## src/rtl/uart_pkg.sv

```systemverilog
// Shared UART definitions: frame FSM states, parity modes and oversampling ratio.
// Used by both the transmitter and the receiver of the UART subsystem.
package uart_pkg;

  localparam int OVERSAMPLE = 16;

  localparam int PAR_NONE = 0;
  localparam int PAR_ODD  = 1;
  localparam int PAR_EVEN = 2;

  typedef enum logic [2:0] {
    ST_IDLE   = 3'd0,
    ST_START  = 3'd1,
    ST_DATA   = 3'd2,
    ST_PARITY = 3'd3,
    ST_STOP   = 3'd4
  } uart_state_e;

  // Parity over the low dbit bits of data; odd mode inverts the plain XOR.
  function automatic logic parity_bit(input logic [7:0] data, input int dbit, input int mode);
    logic p;
    p = 1'b0;
    for (int i = 0; i < 8; i++) begin
      if (i < dbit) p = p ^ data[i];
    end
    if (mode == PAR_ODD)       return ~p;
    else if (mode == PAR_EVEN) return p;
    else                       return 1'b1;
  endfunction

endpackage

```

## src/rtl/uart_transmitter.sv

```systemverilog
// UART transmitter: start, DBIT data bits LSB-first, optional parity, stop; paced by 16x s_tick.
// tx is registered from the current state, so the line moves one clk after each state change.
module uart_transmitter
  import uart_pkg::*;
#(
  parameter int DBIT    = 8,
  parameter int SB_TICK = 16,
  parameter int PARITY  = 0
) (
  input  logic       clk,
  input  logic       reset,
  input  logic       tx_start,
  input  logic       s_tick,
  input  logic [7:0] din,
  output logic       tx,
  output logic       tx_busy,
  output logic       tx_done_tick
);

  localparam bit       HAS_PARITY = (PARITY != PAR_NONE);
  localparam [4:0]     S_BIT_LAST  = 5'(OVERSAMPLE - 1);
  localparam [4:0]     S_STOP_LAST = 5'(SB_TICK - 1);
  localparam [2:0]     N_LAST      = 3'(DBIT - 1);

  uart_state_e state_q, state_d;
  logic [4:0]  s_q, s_d;
  logic [2:0]  n_q, n_d;
  logic [7:0]  b_q, b_d;
  logic        p_q, p_d;
  logic        tx_q, tx_d;
  logic        busy_q, busy_d;
  logic        done_q, done_d;

  always_ff @(posedge clk) begin
    if (reset) begin
      state_q <= ST_IDLE;
      s_q     <= '0;
      n_q     <= '0;
      b_q     <= '0;
      p_q     <= 1'b0;
      tx_q    <= 1'b1;
      busy_q  <= 1'b0;
      done_q  <= 1'b0;
    end else begin
      state_q <= state_d;
      s_q     <= s_d;
      n_q     <= n_d;
      b_q     <= b_d;
      p_q     <= p_d;
      tx_q    <= tx_d;
      busy_q  <= busy_d;
      done_q  <= done_d;
    end
  end

  // Acceptance in idle ignores s_tick, so a coincident tick is never counted.
  always_comb begin
    state_d = state_q;
    s_d     = s_q;
    n_d     = n_q;
    b_d     = b_q;
    p_d     = p_q;
    case (state_q)
      ST_IDLE: begin
        if (tx_start) begin
          state_d = ST_START;
          s_d     = '0;
          b_d     = din;
          p_d     = parity_bit(din, DBIT, PARITY);
        end
      end
      ST_START: begin
        if (s_tick) begin
          if (s_q == S_BIT_LAST) begin
            s_d     = '0;
            n_d     = '0;
            state_d = ST_DATA;
          end else begin
            s_d = s_q + 5'd1;
          end
        end
      end
      ST_DATA: begin
        if (s_tick) begin
          if (s_q == S_BIT_LAST) begin
            s_d = '0;
            b_d = {1'b0, b_q[7:1]};
            if (n_q == N_LAST) state_d = HAS_PARITY ? ST_PARITY : ST_STOP;
            else               n_d     = n_q + 3'd1;
          end else begin
            s_d = s_q + 5'd1;
          end
        end
      end
      ST_PARITY: begin
        if (s_tick) begin
          if (s_q == S_BIT_LAST) begin
            s_d     = '0;
            state_d = ST_STOP;
          end else begin
            s_d = s_q + 5'd1;
          end
        end
      end
      ST_STOP: begin
        if (s_tick) begin
          if (s_q == S_STOP_LAST) begin
            s_d     = '0;
            state_d = ST_IDLE;
          end else begin
            s_d = s_q + 5'd1;
          end
        end
      end
      default: state_d = ST_IDLE;
    endcase
  end

  always_comb begin
    case (state_q)
      ST_START:  tx_d = 1'b0;
      ST_DATA:   tx_d = b_q[0];
      ST_PARITY: tx_d = p_q;
      default:   tx_d = 1'b1;
    endcase
    busy_d = (state_d != ST_IDLE);
    done_d = (state_q == ST_STOP) && s_tick && (s_q == S_STOP_LAST);
  end

  assign tx           = tx_q;
  assign tx_busy      = busy_q;
  assign tx_done_tick = done_q;

endmodule

```

## config.mk

```make
export PLATFORM = sky130hd
export DESIGN_NAME = uart_transmitter
export DESIGN_NICKNAME = d
export VERILOG_FILES = /design/src/rtl/uart_pkg.sv /design/src/rtl/uart_transmitter.sv
export SDC_FILE = /design/constraint.sdc
export NUM_CORES = 1
export LEC_CHECK = 0
export ABC_AREA = 1
export BUFFER_PORTS_ARGS = -buffer_cell sky130_fd_sc_hd__buf_2
export CORE_MARGIN = 5
export CORE_UTILIZATION = 45
export CTS_CLUSTER_SIZE = 14
export DETAILED_ROUTE_END_ITERATION = 10
export SLEW_MARGIN = 20
export SYNTH_ARGS = -nofsm -noshare
export SYNTH_HDL_FRONTEND = slang
export SYNTH_SLANG_ARGS = --single-unit
```

## constraint.sdc

```tcl
create_clock -name clk -period 1.55 [get_ports clk]
set_input_delay 0.155 -clock clk [delete_from_list [all_inputs] [get_ports clk]]
set_output_delay 0.155 -clock clk [all_outputs]
set_load 0.02 [all_outputs]
```

==> metrics.cfg <==
[yosys]
yosys_warnings = 0
ys_seq_area_share_pct = 41.16
synth_top_area_share_pct = 41.16
synth_edf_count = 0
yosysTopAreaCell = dfxtp_1
ys.flop_type = dfxtp_1
ys_ff_latch = 23
synthCells = 168
synth_common_cells = 64 x nand2_1, 23 x dfxtp_1, 17 x nor2_1
yosysUniqueCellTypes = 18
avgSynthCellArea_um2 = 6.658
syn_area_um2 = 1119
syn-num-nets = 183
synth_async_sr_flop_share_pct = 0
yosysMostFrequentCell = nand2_1
synth_area_leaders = dfxtp_1 41%, nand2_1 21%, nand3_1 6.7%

[outcome]
status = complete, no violations

[timing]
setup_viol = 0
post-route-min-period_ps = 1427
slew_headroom_pct = 76.06
timing.final.ws_setup_ps = 122.6
tightest_slew_ps = 356.3
fin_skew_ps = 1.876
grt_setup_unrepaired = false
post-route-period-util_pct = 92.09
finalHoldViolations = 0
tns_ps = 0
timing.fmax_mhz = 700.6
final-max-slew-violation-count = 0

[clock_network]
cts_root_buf = clkbuf_4
cts_max_level = 1
hold_buffers = 0
path_clk_slew_ps = 120
cts-resized-gates = 0
cts_buffer_depth = 2
insertion_delay_ps = 310
cts_sinks = 23
postCtsSetupRepairBufs = 0
numCtsBuffers = 3
cts_tree = done

[worst_setup_path]
crit_chain = o21ai_0, nand2_1, nand2_1, nand2_2, o21ai_0, nor2_1
cp_max_fo = 8
worstReg2RegEnd = s_q[3]
r2r_slack_ps = 120
max_stage_delay_ps = 390
crit_required_ps = 1770
cp_num_buf_inv = 0
end_kind = flip-flop
cp_top_family = compound AO/OA/AOI/OAI gates
slowest_stage = dfxtp_1
crit_path_start_kind = flip-flop
worstSetupPathDepth = 6
r2r_cells = 6
r2r-start = state_q[0]
crit_arrival_ps = 1640
criticalPathCategory = reg2reg

[route]
viasPerCell = 5.000
drt_iter0_markers = 27
vias = 1075
firstDrtPassIters = 4
drc = 0
wl_mm = 2.394
wire_per_inst_um = 11.13
ant_nets = 0

[global_route]
grt_usage_pct = 14.30
grt_pass1_wl_mm = 3.836
grt_pass1_vias = 945
antenna_found_initial = 0
grt_max_degree = 17
grt_overflow = 0

[place]
gp_congestion = 0.8321
dpl.hpwl_mm = 1.768
io_buffers = 14
dp_slack_ps = 54.51

[flow_run]
max_cap_viol_count = 0

[floorplan]
chipWidth_um = 59.86
rows = 18
core_um2 = 2432
start_util_pct = 45.99
io_pins = 15
fp.dieArea_um2 = 3583
die_h_um = 59.86

[cells_and_area]
antenna_cells = 0
area_growth_pct = 14.32
layout-drive-gt1-share_pct = 16.22
layout.nets = 201

[pwr]
power_density_nw_per_um2 = 832.9
p_leak_nw = 0.5801
ir_drop_v = 0.0005969

[worst_hold_path]
min_path_type = in2reg
hp-start = din[7]
min_path_cells = 3
min_to = b_q[7]

## flip-flops by register name, summed over array words and instances, names as in the netlist
signal and flops:
tx_busy 1, b_q 8, tx_done_tick 1, s_q 5, n_q 3, tx 1
state_q 3, p_q 1
## worst reg2reg max path: stages, from the launching register on
cell,delay [ps]
dfxtp_1,390
o21ai_0,320
nand2_1,150
nand2_1,120
nand2_2,110
o21ai_0,200
nor2_1,60
## cell families after synthesis
kind of cell,count (synthesis),share of synthesized area [%]
adders and majority gates,3,3.356
xor gates and xnor gates,1,0.7831
and+or+nand+nor,106,39.71
AOI/OAI and AO/OA,20,9.620
DFF,23,41.16
buffers and inverters,15,5.369
## area by class of cell
| type | count | area (um^2) |
|---|---|---|
| fillers | 262 | 1154 |
| multi-input cells | 130 | 621.8 |
| flip-flops and latches | 23 | 462.9 |
| repair buffers | 16 | 85.08 |
| inverters | 12 | 45.04 |
| well taps | 30 | 37.54 |
| clock buffers | 4 | 26.28 |
## power breakdown
part	switching (mW)	leakage, nW	internal, mW
logic	0.0888	0.376	0.0562
clock network	0.178	0.0150	0.100
registers	0.0202	0.189	0.622
## worst max-delay path by stage
| stage | from | end | slack (ps) |
|---|---|---|---|
| detailed placement | s_q[0] | b_q[6] | 50 |
| global route | s_q[0] | tx_busy | 10 |
| CTS | s_q[0] | b_q[6] | 30 |
| finish | state_q[0] | s_q[3] | 120 |
| floorplan | s_q[0] | n_q[0] | 250 |
| global placement | s_q[0] | b_q[0] | 80 |
## per-stage QoR
stage                     cell area, um^2  hold WS (ps)  utilization [%]  instances  power [mW]
after CTS                            1252         71.61            51.49        215       1.075
after detailed placement             1226         416.8            50.41        211      0.7932
after floorplan                      1119         302.7                -        168      0.7480
final                                1279         83.77            52.57        215       1.065
after global placement               1226         414.4            50.41        211      0.7913
after global routing                 1279         103.3            52.57        215       1.129
## routing by layer
layer,vias to the layer above,track usage [%],wire [um]
met5,-,0,0
met4,0,7.595,42
met3,4,2.592,86
met2,20,24.38,1130
met1,473,16.82,1134
li1,578,-,-
## cells in the final DEF, fill, tap and decap left out, drive strengths merged
master	instances
a21oi	13
inv	12
clkbuf	4
buf	16
o21ai	4
a22oi	1
nand4	4
dfxtp	23
o211ai	1
nand3	15
nor2	18
nand2	67
nor3	2
ha	3
o21a	1
xor2	1
No activity file was read; power rests on OpenSTA's default activity.
